**config.mk**
```make
export PLATFORM = sky130hd
export DESIGN_NAME = pipeline_debug_controller
export DESIGN_NICKNAME = d
export VERILOG_FILES = /design/src/rtl/pipeline_debug_controller_pkg.sv /design/src/rtl/pipeline_debug_controller_dump_serializer.sv /design/src/rtl/pipeline_debug_controller.sv
export SDC_FILE = /design/constraint.sdc
export NUM_CORES = 1
export LEC_CHECK = 0
export CAP_MARGIN = 5
export CORE_MARGIN = 8
export CORE_UTILIZATION = 52
export DETAILED_ROUTE_END_ITERATION = 7
export PLACE_DENSITY_LB_ADDON = 0.05
export SYNTH_ARGS = -nofsm -noshare
export SYNTH_HDL_FRONTEND = slang
export SYNTH_SLANG_ARGS = --single-unit
```
**constraint.sdc**
```tcl
create_clock -name i_clk -period 5.45 [get_ports i_clk]
set_input_delay 1.09 -clock i_clk [delete_from_list [all_inputs] [get_ports i_clk]]
set_output_delay 1.09 -clock i_clk [all_outputs]
set_load 0.02 [all_outputs]
```
**src/rtl/pipeline_debug_controller_pkg.sv**
```systemverilog
// Shared constants and types for the pipeline debug controller.
// Command bytes, FSM state encoding and dump geometry.
package pipeline_debug_controller_pkg;

   localparam logic [7:0] CMD_LOAD = 8'h4C;
   localparam logic [7:0] CMD_RUN  = 8'h43;
   localparam logic [7:0] CMD_STEP = 8'h53;

   typedef enum logic [3:0] {
      IDLE,
      LOAD_COUNT,
      LOAD_BYTES,
      LOAD_FLUSH,
      RUN,
      STEP,
      DUMP_FETCH,
      DUMP_LATCH,
      DUMP_SEND,
      DUMP_WAIT
   } state_e;

   localparam int unsigned DEF_N_REGS      = 32;
   localparam int unsigned DEF_N_MEM_WORDS = 32;

   // PC word, then the register bank, then the data memory window
   function automatic int unsigned dump_words(
      input int unsigned n_regs,
      input int unsigned n_mem
   );
      return 1 + n_regs + n_mem;
   endfunction

   localparam int unsigned DUMP_WORDS =
      dump_words(DEF_N_REGS, DEF_N_MEM_WORDS);

endpackage

```
**src/rtl/pipeline_debug_controller_dump_serializer.sv**
```systemverilog
// Word-to-byte shift register for the dump stream.
// Sends MSB first, one tx_start per byte, advances on ack.
module pipeline_debug_controller_dump_serializer
   import pipeline_debug_controller_pkg::*;
#(
   parameter int NB_DATA = 32
) (
   input  logic               i_clk,
   input  logic               i_reset,
   input  logic               load_i,
   input  logic [NB_DATA-1:0] word_i,
   input  logic               send_i,
   input  logic               ack_i,
   output logic [7:0]         tx_data_o,
   output logic               tx_start_o,
   output logic               last_o
);

   localparam int NB_BYTES = NB_DATA / 8;
   localparam int NB_CNT   = $clog2(NB_BYTES);

   logic [NB_DATA-1:0] shreg_q, shreg_d;
   logic [NB_CNT-1:0]  cnt_q, cnt_d;
   logic               start_q, start_d;

   // next state: load a fresh word, or shift out the byte just acked
   always_comb begin
      shreg_d = shreg_q;
      cnt_d   = cnt_q;
      start_d = send_i;
      if (load_i) begin
         shreg_d = word_i;
         cnt_d   = '0;
      end else if (ack_i) begin
         shreg_d = shreg_q << 8;
         cnt_d   = cnt_q + NB_CNT'(1);
      end
   end

   // serializer registers
   always_ff @(posedge i_clk) begin
      if (i_reset) begin
         shreg_q <= '0;
         cnt_q   <= '0;
         start_q <= 1'b0;
      end else begin
         shreg_q <= shreg_d;
         cnt_q   <= cnt_d;
         start_q <= start_d;
      end
   end

   assign tx_data_o  = shreg_q[NB_DATA-1 -: 8];
   assign tx_start_o = start_q;
   assign last_o     = (cnt_q == NB_CNT'(NB_BYTES - 1));

endmodule

```
**src/rtl/pipeline_debug_controller.sv**
```systemverilog
// Host-side sequencer: program load, run/step and state dump
// between the UART byte interface and the MIPS pipeline.
module pipeline_debug_controller
   import pipeline_debug_controller_pkg::*;
#(
   parameter int NB_DATA      = 32,
   parameter int NB_IMEM_ADDR = 8,
   parameter int N_REGS       = 32,
   parameter int N_MEM_WORDS  = 32,
   parameter int NB_MEM_ADDR  = 5
) (
   input  logic                    i_clk,
   input  logic                    i_reset,
   input  logic [7:0]              i_rx_data,
   input  logic                    i_rx_valid,
   output logic [7:0]              o_tx_data,
   output logic                    o_tx_start,
   input  logic                    i_tx_done,
   output logic                    o_pipe_enable,
   output logic                    o_pipe_flush,
   input  logic                    i_halt,
   input  logic [NB_DATA-1:0]      i_pc,
   output logic                    o_imem_we,
   output logic [NB_IMEM_ADDR-1:0] o_imem_addr,
   output logic [NB_DATA-1:0]      o_imem_wdata,
   output logic [4:0]              o_dbg_reg_addr,
   input  logic [NB_DATA-1:0]      i_dbg_reg_data,
   output logic [NB_MEM_ADDR-1:0]  o_dbg_mem_addr,
   input  logic [NB_DATA-1:0]      i_dbg_mem_data,
   output logic                    o_busy
);

   localparam int N_WORDS  = dump_words(N_REGS, N_MEM_WORDS);
   localparam int NB_K     = $clog2(N_WORDS + 1);
   localparam int NB_BYTES = NB_DATA / 8;
   localparam int NB_BCNT  = $clog2(NB_BYTES);

   state_e                  state_q, state_d;
   logic                    en_q, en_d;
   logic                    we_q, we_d;
   logic [NB_IMEM_ADDR-1:0] iaddr_q, iaddr_d;
   logic [NB_DATA-1:0]      idata_q, idata_d;
   logic [NB_IMEM_ADDR-1:0] word_q, word_d;
   logic [8:0]              left_q, left_d;
   logic [NB_BCNT-1:0]      bcnt_q, bcnt_d;
   logic [NB_DATA-1:0]      asm_q, asm_d;
   logic [NB_K-1:0]         k_q, k_d;

   logic               ser_load, ser_send, ser_ack, ser_last;
   logic [NB_DATA-1:0] dump_word;

   // dump index selects PC, then register bank, then data memory
   always_comb begin
      dump_word = i_dbg_mem_data;
      if (k_q == '0) begin
         dump_word = i_pc;
      end else if (k_q <= NB_K'(N_REGS)) begin
         dump_word = i_dbg_reg_data;
      end
   end

   assign o_dbg_reg_addr =
      (k_q != '0 && k_q <= NB_K'(N_REGS)) ?
      5'(k_q - NB_K'(1)) : '0;
   assign o_dbg_mem_addr =
      (k_q > NB_K'(N_REGS)) ?
      NB_MEM_ADDR'(k_q - NB_K'(N_REGS + 1)) : '0;

   // next-state and datapath control
   always_comb begin
      state_d  = state_q;
      en_d     = 1'b0;
      we_d     = 1'b0;
      iaddr_d  = iaddr_q;
      idata_d  = idata_q;
      word_d   = word_q;
      left_d   = left_q;
      bcnt_d   = bcnt_q;
      asm_d    = asm_q;
      k_d      = k_q;
      ser_load = 1'b0;
      ser_send = 1'b0;
      ser_ack  = 1'b0;
      unique case (state_q)
         IDLE: begin
            k_d = '0;
            if (i_rx_valid) begin
               case (i_rx_data)
                  CMD_LOAD: state_d = LOAD_COUNT;
                  CMD_RUN: begin
                     if (i_halt) begin
                        state_d = DUMP_FETCH;
                     end else begin
                        state_d = RUN;
                        en_d    = 1'b1;
                     end
                  end
                  CMD_STEP: begin
                     state_d = STEP;
                     en_d    = ~i_halt;
                  end
                  default: state_d = IDLE;
               endcase
            end
         end
         LOAD_COUNT: begin
            if (i_rx_valid) begin
               left_d  = (i_rx_data == 8'd0) ?
                         9'd256 : {1'b0, i_rx_data};
               word_d  = '0;
               bcnt_d  = '0;
               state_d = LOAD_BYTES;
            end
         end
         LOAD_BYTES: begin
            if (we_q) begin
               word_d = word_q + NB_IMEM_ADDR'(1);
               if (left_q == 9'd0) begin
                  state_d = LOAD_FLUSH;
               end
            end
            if (i_rx_valid && left_q != 9'd0) begin
               asm_d  = (asm_q << 8) | NB_DATA'(i_rx_data);
               bcnt_d = bcnt_q + NB_BCNT'(1);
               if (bcnt_q == NB_BCNT'(NB_BYTES - 1)) begin
                  we_d    = 1'b1;
                  iaddr_d = word_q;
                  idata_d = asm_d;
                  left_d  = left_q - 9'd1;
               end
            end
         end
         LOAD_FLUSH: state_d = IDLE;
         RUN: begin
            if (i_halt) begin
               state_d = DUMP_FETCH;
            end else begin
               en_d = 1'b1;
            end
         end
         STEP: state_d = DUMP_FETCH;
         DUMP_FETCH: state_d = DUMP_LATCH;
         DUMP_LATCH: begin
            ser_load = 1'b1;
            state_d  = DUMP_SEND;
         end
         DUMP_SEND: begin
            ser_send = 1'b1;
            state_d  = DUMP_WAIT;
         end
         DUMP_WAIT: begin
            if (i_tx_done) begin
               ser_ack = 1'b1;
               if (!ser_last) begin
                  state_d = DUMP_SEND;
               end else if (k_q == NB_K'(N_WORDS - 1)) begin
                  state_d = IDLE;
               end else begin
                  k_d     = k_q + NB_K'(1);
                  state_d = DUMP_FETCH;
               end
            end
         end
         default: state_d = IDLE;
      endcase
   end

   // controller state registers
   always_ff @(posedge i_clk) begin
      if (i_reset) begin
         state_q <= IDLE;
         en_q    <= 1'b0;
         we_q    <= 1'b0;
         iaddr_q <= '0;
         idata_q <= '0;
         word_q  <= '0;
         left_q  <= '0;
         bcnt_q  <= '0;
         asm_q   <= '0;
         k_q     <= '0;
      end else begin
         state_q <= state_d;
         en_q    <= en_d;
         we_q    <= we_d;
         iaddr_q <= iaddr_d;
         idata_q <= idata_d;
         word_q  <= word_d;
         left_q  <= left_d;
         bcnt_q  <= bcnt_d;
         asm_q   <= asm_d;
         k_q     <= k_d;
      end
   end

   pipeline_debug_controller_dump_serializer #(
      .NB_DATA (NB_DATA)
   ) u_ser (
      .i_clk      (i_clk),
      .i_reset    (i_reset),
      .load_i     (ser_load),
      .word_i     (dump_word),
      .send_i     (ser_send),
      .ack_i      (ser_ack),
      .tx_data_o  (o_tx_data),
      .tx_start_o (o_tx_start),
      .last_o     (ser_last)
   );

   assign o_pipe_enable = en_q;
   assign o_pipe_flush  = (state_q == LOAD_FLUSH);
   assign o_imem_we     = we_q;
   assign o_imem_addr   = iaddr_q;
   assign o_imem_wdata  = idata_q;
   assign o_busy        = (state_q != IDLE);

endmodule
```
# Word-level counts from Yosys, hierarchy flattened
# Cells that the tools add are included.
[word_totals] word_cells=113 romBits=0 latchBits=0 mem_count=0 ram_bits=0 inputBits=109 ff_bits=131
[classes] n_bitwise=4 shift=0 div_mod_pow=0 add_sub_neg=7 reduce_logical=21 order_cmp=2 eq_ne=25 muxes=41 multipliers=0
[op_table] op="2-to-1 mux 32 bit" n=4
[op_table] op="2-to-1 mux 9 bit" n=4
[op_table] op="case mux 4 bit (9 select lines)" n=1
[op_table] op="bitwise OR 32 x 8 -> 32 bit" n=1
[op_table] op="2-to-1 mux 4 bit" n=7
[op_table] op="== test 8 x 7 -> 1 bit (second input constant)" n=3
[op_table] op="2-to-1 mux 7 bit" n=3
[op_table] op="inequality test 2 bit (second input constant)" n=10
[op_table] op="case mux 9 bit (2 select lines)" n=1
[op_table] op="== test 4 x 3 -> 1 bit (second input constant)" n=4
[op_table] op="2-to-1 mux 8 bit" n=2
[op_table] op="case mux 8 bit (2 select lines)" n=1
[op_table] op="case mux 7 bit (2 select lines)" n=1
[op_table] op="2-to-1 mux 5 bit" n=2
[op_table] op="subtractor 5 x 1 -> 5 bit (second input constant)" n=2
[op_table] op="zero test 9 bit" n=1
[op_table] op="case mux 3 bit (3 select lines)" n=1
[op_table] op="AND reduction 3 bit" n=3
[op_table] op="nonzero test 9 bit" n=1
[op_table] op="subtractor 9 x 1 -> 9 bit (second input constant)" n=1
[op_table] op="adder 8 x 1 -> 8 bit (second input constant)" n=1
[op_table] op="== test 4 x 2 -> 1 bit (second input constant)" n=2
[op_table] op="== test 4 bit (second input constant)" n=2
[op_table] op="zero test 8 bit" n=1
[op_table] op="other kinds (24)" n=41

# Logic depth before layout (Yosys ltp)
# Gate-level depths: netlist of the first run.
[logic_depth] ltp_word=5 depth_mapped=9 ltp_nobuf=7

# Modules after synthesis
# From an unflattened synthesis of the first run, not the netlist that was laid out.
[hier_totals] hier_cells=819 area_unflattened_um2=6565.0
[by_module_without_submodules] mod="pipeline_debug_controller" area_each_um2=4964.8 n_inst=1 cells_per_inst=659
[by_module_without_submodules] mod="pipeline_debug_controller_dump_serializer" area_each_um2=1600.3 n_inst=1 cells_per_inst=160

# Worst setup path after synthesis of the first run
# Ideal clock, no wire load.
[synth_path] path_type="register to output" startpoint="register k_q[0]" endpoint="output o_dbg_reg_addr[4]" t_required_ns=4.360 arrival_time_ns=2.055 path_stages_with_launch=9 path_slack_ns=2.305 cell_sequence="dfxtp_1 > inv_1 > ha_1 > or4b_4 > a21oi_4 > buf_6 > buf_4 > nand2_1 > nor2_1"
[synth_via] elab_chain_len=3 elab_cells_between_ends=5
[synth_lines] element="start: declaration" line_no="pipeline_debug_controller.sv:47" rtl="logic [NB_K-1:0] k_q, k_d;"
[synth_lines] element="start signal: assignment" line_no="pipeline_debug_controller.sv:191" rtl="k_q <= k_d;"
[synth_lines] element="less-or-equal comparator 7 x 6 -> 1 bit / nonzero test 7 bit (equally long branches)" line_no="pipeline_debug_controller.sv:63" rtl="(k_q != '0 && k_q <= NB_K'(N_REGS)) ?"
[synth_lines] element="logical AND 1 bit" line_no="pipeline_debug_controller.sv:63"
[synth_lines] element="2-to-1 mux 5 bit (*)" line_no="pipeline_debug_controller.sv:63"
[synth_lines] element="end: declaration" line_no="pipeline_debug_controller.sv:26" rtl="output logic [4:0] o_dbg_reg_addr,"
# Every way passes the cells marked *; elsewhere a longest branch is shown, timed or not.

# Final worst setup path of the first run
# Ends and elaborated chain as after synthesis.

==> results.toml, run 1 <==
[outcome]
status = "finished, final reports clean"

[layout]
multi_input_area_sq_um = 3300
nets = 1023
mostFrequentLayoutCell = "clkdlybuf4s50_1"
seqCellArea_sq_um = 2620
design_area_sq_um = 8460
layout_common_cells = "clkdlybuf4s50_1, nand2_1, dfxtp_1"
area_delta_synth_final_pct = 34.5
diodes = 0
fin_util_pct = 71.0
final.fill_count = 942
finalNonFillerCells = 1067
drive_gt1_share_pct = 6.09

[logic_synthesis]
yosys.area.top_type = "dfxtp_1"
synth_seq_cells = 131
synth_ff_type = "dfxtp_1"
ys_seq_area_share_pct = 41.7
synth_area_leaders = "dfxtp_1, nand2_1, a21oi_1"
syn_area_sq_um = 6290
ys_async_sr_fraction_pct = 0
synth_warnings = 0
ys_types = 60
synth.avg_cell_area_sq_um = 8.03
synth_edf_count = 0
synth_top_area_share_pct = 41.7
synthCells = 783
syn-num-nets = 899

[power]
sw_frac_of_total_pct = 23.6
seqPwrFrac_pct = 43.4
p_int_w = 0.00169
comb_power_share_pct = 5.5
p_leak_nw = 2.94
ir_worst_vdd_uv = 210
power_density_nw_per_um2 = 261
switching_power_w = 0.000521
power_frac_clock_pct = 51.1

[timing]
max-slew-margin-rel_pct = 19.9
worst_pin_slew_ns = 1.20
hold_violations = 0
rsz0062_at_grt = "no"
setup_violations = 0
min_period_over_period_pct = 83.9
skew_ns = 0.0101
timing.final.crit_period_ns = 4.57
max_freq_ghz = 0.219
slew_violations = 0
finalSetupTns_ns = 0

[placement]
io_buffers = 171
dpl-instance-area_sq_um = 7880
dp_hpwl_microns = 13200
dp_cells = 1035
gp_congestion = 0.872

[global_route]
antenna_found_initial = 0
grt_pass1_vias = 6075
track_usage_pct = 23.4
grt-ovfl-total = 0
grt_max_degree = 86
grt_pass1_wl_microns = 30800

[cts]
cts_buffer_depth = 2
postCtsHoldBufs = 0
clk_latency_ns = 0.42
cts_setup_buffers = 0
cts_inserted_buffers = 17
cts_sinks = 131
clk_pin_slew_ns = 0.06
tritoncts = "yes"
htree_num_levels = 4
ctsResizeCount = 0
cts-root-buf = "clkbuf_16"

[worst_setup_path]
cp_slowest_cell = "or3_1"
path_class = "reg -> out"
cp.required_ns = 4.36
cp_cell_sequence = "inv_1 > ha_1 > or4b_4 > or3_1 > nand2_1 > nor2_1 > clkdlybuf4s50_1"
cp-end-kind = "primary output"
start_kind = "flip-flop"
cp_max_fo = 41
cp.arrival_ns = 3.48
cpPeakStageDelay_ns = 0.91

[detailed_routing]
num_vias = 6211
wirelength_microns = 19100
drtIter0Drc = 593
ant_nets = 0
via_per_inst = 5.82
firstDrtPassIters = 6
drc_errors = 0
wire_per_inst_microns = 17.9

[flow_run]
maxCapViolCount = 0

[floorplanning]
core_sq_um = 11900
pin_count = 172
initial_core_util_pct = 52.8
fp.dieArea_sq_um = 15900
fp.dieH_microns = 126
placementRows = 40
die_w_microns = 126

[hold_path]
hp-class = "reg -> reg"
worst max-delay path, delay by kind of cell, from the launching register on:
kind / cells / cell delay, ns
fa+ha+maj: 1 / 0.25
buf+inv: 2 / 0.76
flops: 1 / 0.42
simple gates: 4 / 1.63
cells in the mapped netlist (all sizes together), types with 3 or more instances:
master	count
a2bb2oi	4
o21ai	37
clkbuf	34
dfxtp	131
o22ai	29
nand3	9
ha	7
xor2	11
buf	37
nand4	3
mux2i	11
nor4	5
nor2b	26
and3	9
nor3	9
nor3b	8
a22o	9
a21oi	97
nor2	51
a22oi	27
nand3b	3
xnor2	5
inv	7
nor4b	3
or4b	3
nand2	146
o211ai	5
nand2b	3
a211oi	27
o2111ai	3
or2	4
flip-flops by register name, summed over array words and instances (netlist names), 4 cells and up:
name,count
u_ser.shreg_q,32
left_q,9
o_imem_wdata,32
state_q,4
o_imem_addr,8
asm_q,24
word_q,8
k_q,7
final timing paths:
check	start	to	slack, ns	cells after the start
max	k_q[0]	o_dbg_reg_addr[4]	0.88	7
min	asm_q[18]	o_imem_wdata[26]	0.45	2
max reg2reg	state_q[1]	u_ser.shreg_q[10]	2.43	5
min reg2reg	asm_q[18]	o_imem_wdata[26]	0.45	2
final cells by class:
class	count	area share, %
Clock buffer	17	5.03
Clock inverter	15	1.86
Inverter	7	0.311
Multi-Input combinational cell	574	39.0
Sequential cell	131	31.0
Tap cell	147	2.17
Timing Repair Buffer	176	20.6
metal layers:
layer	wire, microns	GRT usage [%]	vias to the layer above	part of all wire [%]
li1	-	-	3013	-
met1	8270	28.6	2956	43
met2	9510	40.5	216	50
met3	1120	5.23	26	5.9
met4	222	6.65	0	1.2
met5	0	0	-	0
through the flow:
stage / setup WS, ns / hold slack (ns) / power (W)
2_1_floorplan: 2.30 / 0.432 / 0.00101
3_3_place_gp: 1.49 / 0.437 / 0.00110
3_5_place_dp: 1.34 / 0.445 / 0.00110
4_1_cts: 0.881 / 0.451 / 0.00222
5_1_grt: 0.607 / 0.470 / 0.00227
6_report: 0.876 / 0.448 / 0.00221
cells by family after synthesis:
family / after synthesis / share of synthesized area [%]
AND/OR/NAND/NOR: 295 / 22.8
AO/OA/AOI/OAI: 245 / 24.0
flip-flops: 131 / 41.7
buffers and inverters: 78 / 6.13
XOR/XNOR: 16 / 2.23
multiplexers: 11 / 1.75
adder cells (fa/ha/maj): 7 / 1.39
power groups by stage:
stage,clock [W],combinational (W),sequential [W]
CTS,0.00114,0.000120,0.000958
global placement,0,0.000118,0.000980
finish,0.00113,0.000121,0.000958
floorplan,0,0.0000308,0.000979
global route,0.00118,0.000128,0.000958
detailed placement,0,0.000119,0.000980
Power figures use the tool's default switching activity.
==> run 2, diff against run 1 <==
- CORE_UTILIZATION: 52 -> 49
- clock period: 5.45 -> 4.5 ns (I/O delays scaled with it)
==> run 2 against run 1 <==
Effect of this change: via count fell by 1.6%; clock-buffer cell count rose by 2; clock power rose by 22%; critical path depth rose by 1; power rose by 22%; first-iteration DRC count fell by 9.3%; non-clock buffer count rose by 3; wire length fell by 0.42%; die area rose by 5.3%; final cell count rose by 2.6%; cell area rose by 0.74%; sequential share of layout area fell by 0.23 points.
==> results.toml, run 2 (synthesis results as in run 1) <==
[outcome]
status = "finished, final reports clean"

[worst_setup_path]
cp.required_ns = 3.60
reg2reg_to = "u_ser.shreg_q[20]"
cp_top_family = "simple AND/OR/NAND/NOR gates"
worst-path-buf-inv = 3
regToRegStartpoint = "state_q[0]"
start_kind = "flip-flop"
reg2reg_depth = 4
cpPeakStageDelay_ns = 0.56
path_class = "reg -> out"
cp_slowest_cell = "clkdlybuf4s50_1"
cp_cell_sequence = "inv_1 > ha_1 > or4b_4 > or3_1 > buf_4 > nand2_1 > nor2_1 > clkdlybuf4s50_1"
critPathCapture = "o_dbg_reg_addr[2]"
cp-startpoint = "k_q[0]"
cp_max_fo = 41
ff2ff_setup_slack_ns = 1.48
cp-end-kind = "primary output"
cp.arrival_ns = 2.97
crit_cells = 8

[floorplanning]
pin_count = 172
placementRows = 41
die_w_microns = 129
core_sq_um = 12600
fp.dieArea_sq_um = 16700
fp.dieH_microns = 129
initial_core_util_pct = 50.1

[timing]
hold_violations = 0
rsz0062_at_grt = "no"
finalSetupTns_ns = 0
slew_violations = 0
skew_ns = 0.00766
setup_slack_ns = 0.630
setup_violations = 0
min_period_over_period_pct = 86.0
max_freq_ghz = 0.258
worst_pin_slew_ns = 1.17
max-slew-margin-rel_pct = 21.9
timing.final.crit_period_ns = 3.87

[global_route]
grt_util_met2_pct = 38.8
grt-ovfl-total = 0
grt_pass1_wl_microns = 30800
antenna_found_initial = 0
gr-usage-met1_pct = 27.9
grt_max_degree = 88
grt_pass1_vias = 6056
top_usage_layer = "met2"
use_met3_pct = 5.83
track_usage_pct = 23.0

[layout]
design_area_sq_um = 8520
area_delta_synth_final_pct = 35.5
finalNonFillerCells = 1095
fin_util_pct = 67.8
mostFrequentLayoutCell = "clkdlybuf4s50_1"
final.fill_count = 1072
layout_common_cells = "clkdlybuf4s50_1, nand2_1, dfxtp_1"
drive_gt1_share_pct = 6.28
nets = 1026
diodes = 0

[power]
ir_worst_vdd_uv = 281
power_density_nw_per_um2 = 315
p_leak_nw = 2.95

[placement]
io_buffers = 171
dp_cells = 1063
gp_congestion = 0.858
dp_hpwl_microns = 13400
dpl-instance-area_sq_um = 7930
place_ws_ns = 1.07

[detailed_routing]
wire_per_inst_microns = 17.4
num_vias = 6113
wirelength_microns = 19000
firstDrtPassIters = 5
drc_errors = 0
via_per_inst = 5.58
ant_nets = 0
drtIter0Drc = 538

[cts]
cts_sinks = 131
tritoncts = "yes"
clk_pin_slew_ns = 0.06
cts-root-buf = "clkbuf_16"
htree_num_levels = 4
clk_latency_ns = 0.42
postCtsHoldBufs = 0
cts_inserted_buffers = 17
cts_buffer_depth = 2
cts_setup_buffers = 0
ctsResizeCount = 0

[flow_run]
maxCapViolCount = 0

[hold_path]
hp-class = "reg -> reg"
-- run 2: changes by cell type in the layout (fill, tap and decap cells not counted) --
| cell | previous run | this run |
|---|---|---|
| inv_8 | 4 | 0 |
| clkbuf_1 | 0 | 1 |
| clkinvlp_4 | 1 | 3 |
| clkbuf_8 | 0 | 1 |
| clkinv_4 | 0 | 2 |
| buf_4 | 6 | 9 |
| inv_6 | 8 | 5 |
| bufinv_16 | 1 | 2 |
-- run 2: worst min-delay path, cell delays in order, from the launching register on --
cell and delay [ns]:
dfxtp_1 0.31, nand2_1 0.05, a21oi_1 0.05
-- run 2: power by group --
group | switching [W] | internal, W
registers | 0.000000837 | 0.00116
clock network | 0.000538 | 0.000839
logic | 0.0000505 | 0.0000957
total | 0.000589 | 0.00209
-- run 2: how the worst min path moves through the flow --
stage,from,to,cells after the start
after global placement,asm_q[18],o_imem_wdata[26],2
after global routing,asm_q[16],asm_q[16],2
final,asm_q[17],asm_q[17],2
after CTS,asm_q[18],asm_q[18],2
after floorplan,asm_q[16],o_imem_wdata[24],2
after detailed placement,asm_q[18],o_imem_wdata[26],2
-- run 2: area by class of cell --
type	instances	area, sq um	share of cell area (%)
clock buffer	19	443	5.20
clock inverter	13	149	1.75
multi-input combinational	574	3300	38.7
tap	172	215	2.52
sequential	131	2620	30.8
timing repair buffer	179	1770	20.8
inverter	7	26.3	0.308
-- run 2: per-stage QoR --
step                power [W]  hold slack, ns
CTS                   0.00270           0.455
global placement      0.00133           0.436
finish                0.00268           0.452
floorplan             0.00122           0.432
detailed placement    0.00133           0.446
global route          0.00276           0.471
-- run 2: metal layers --
layer	part of all wire [%]	vias to the layer above
li1	-	3016
met1	43	2868
met2	49	209
met3	6.8	20
met4	1.1	0
met5	0	-
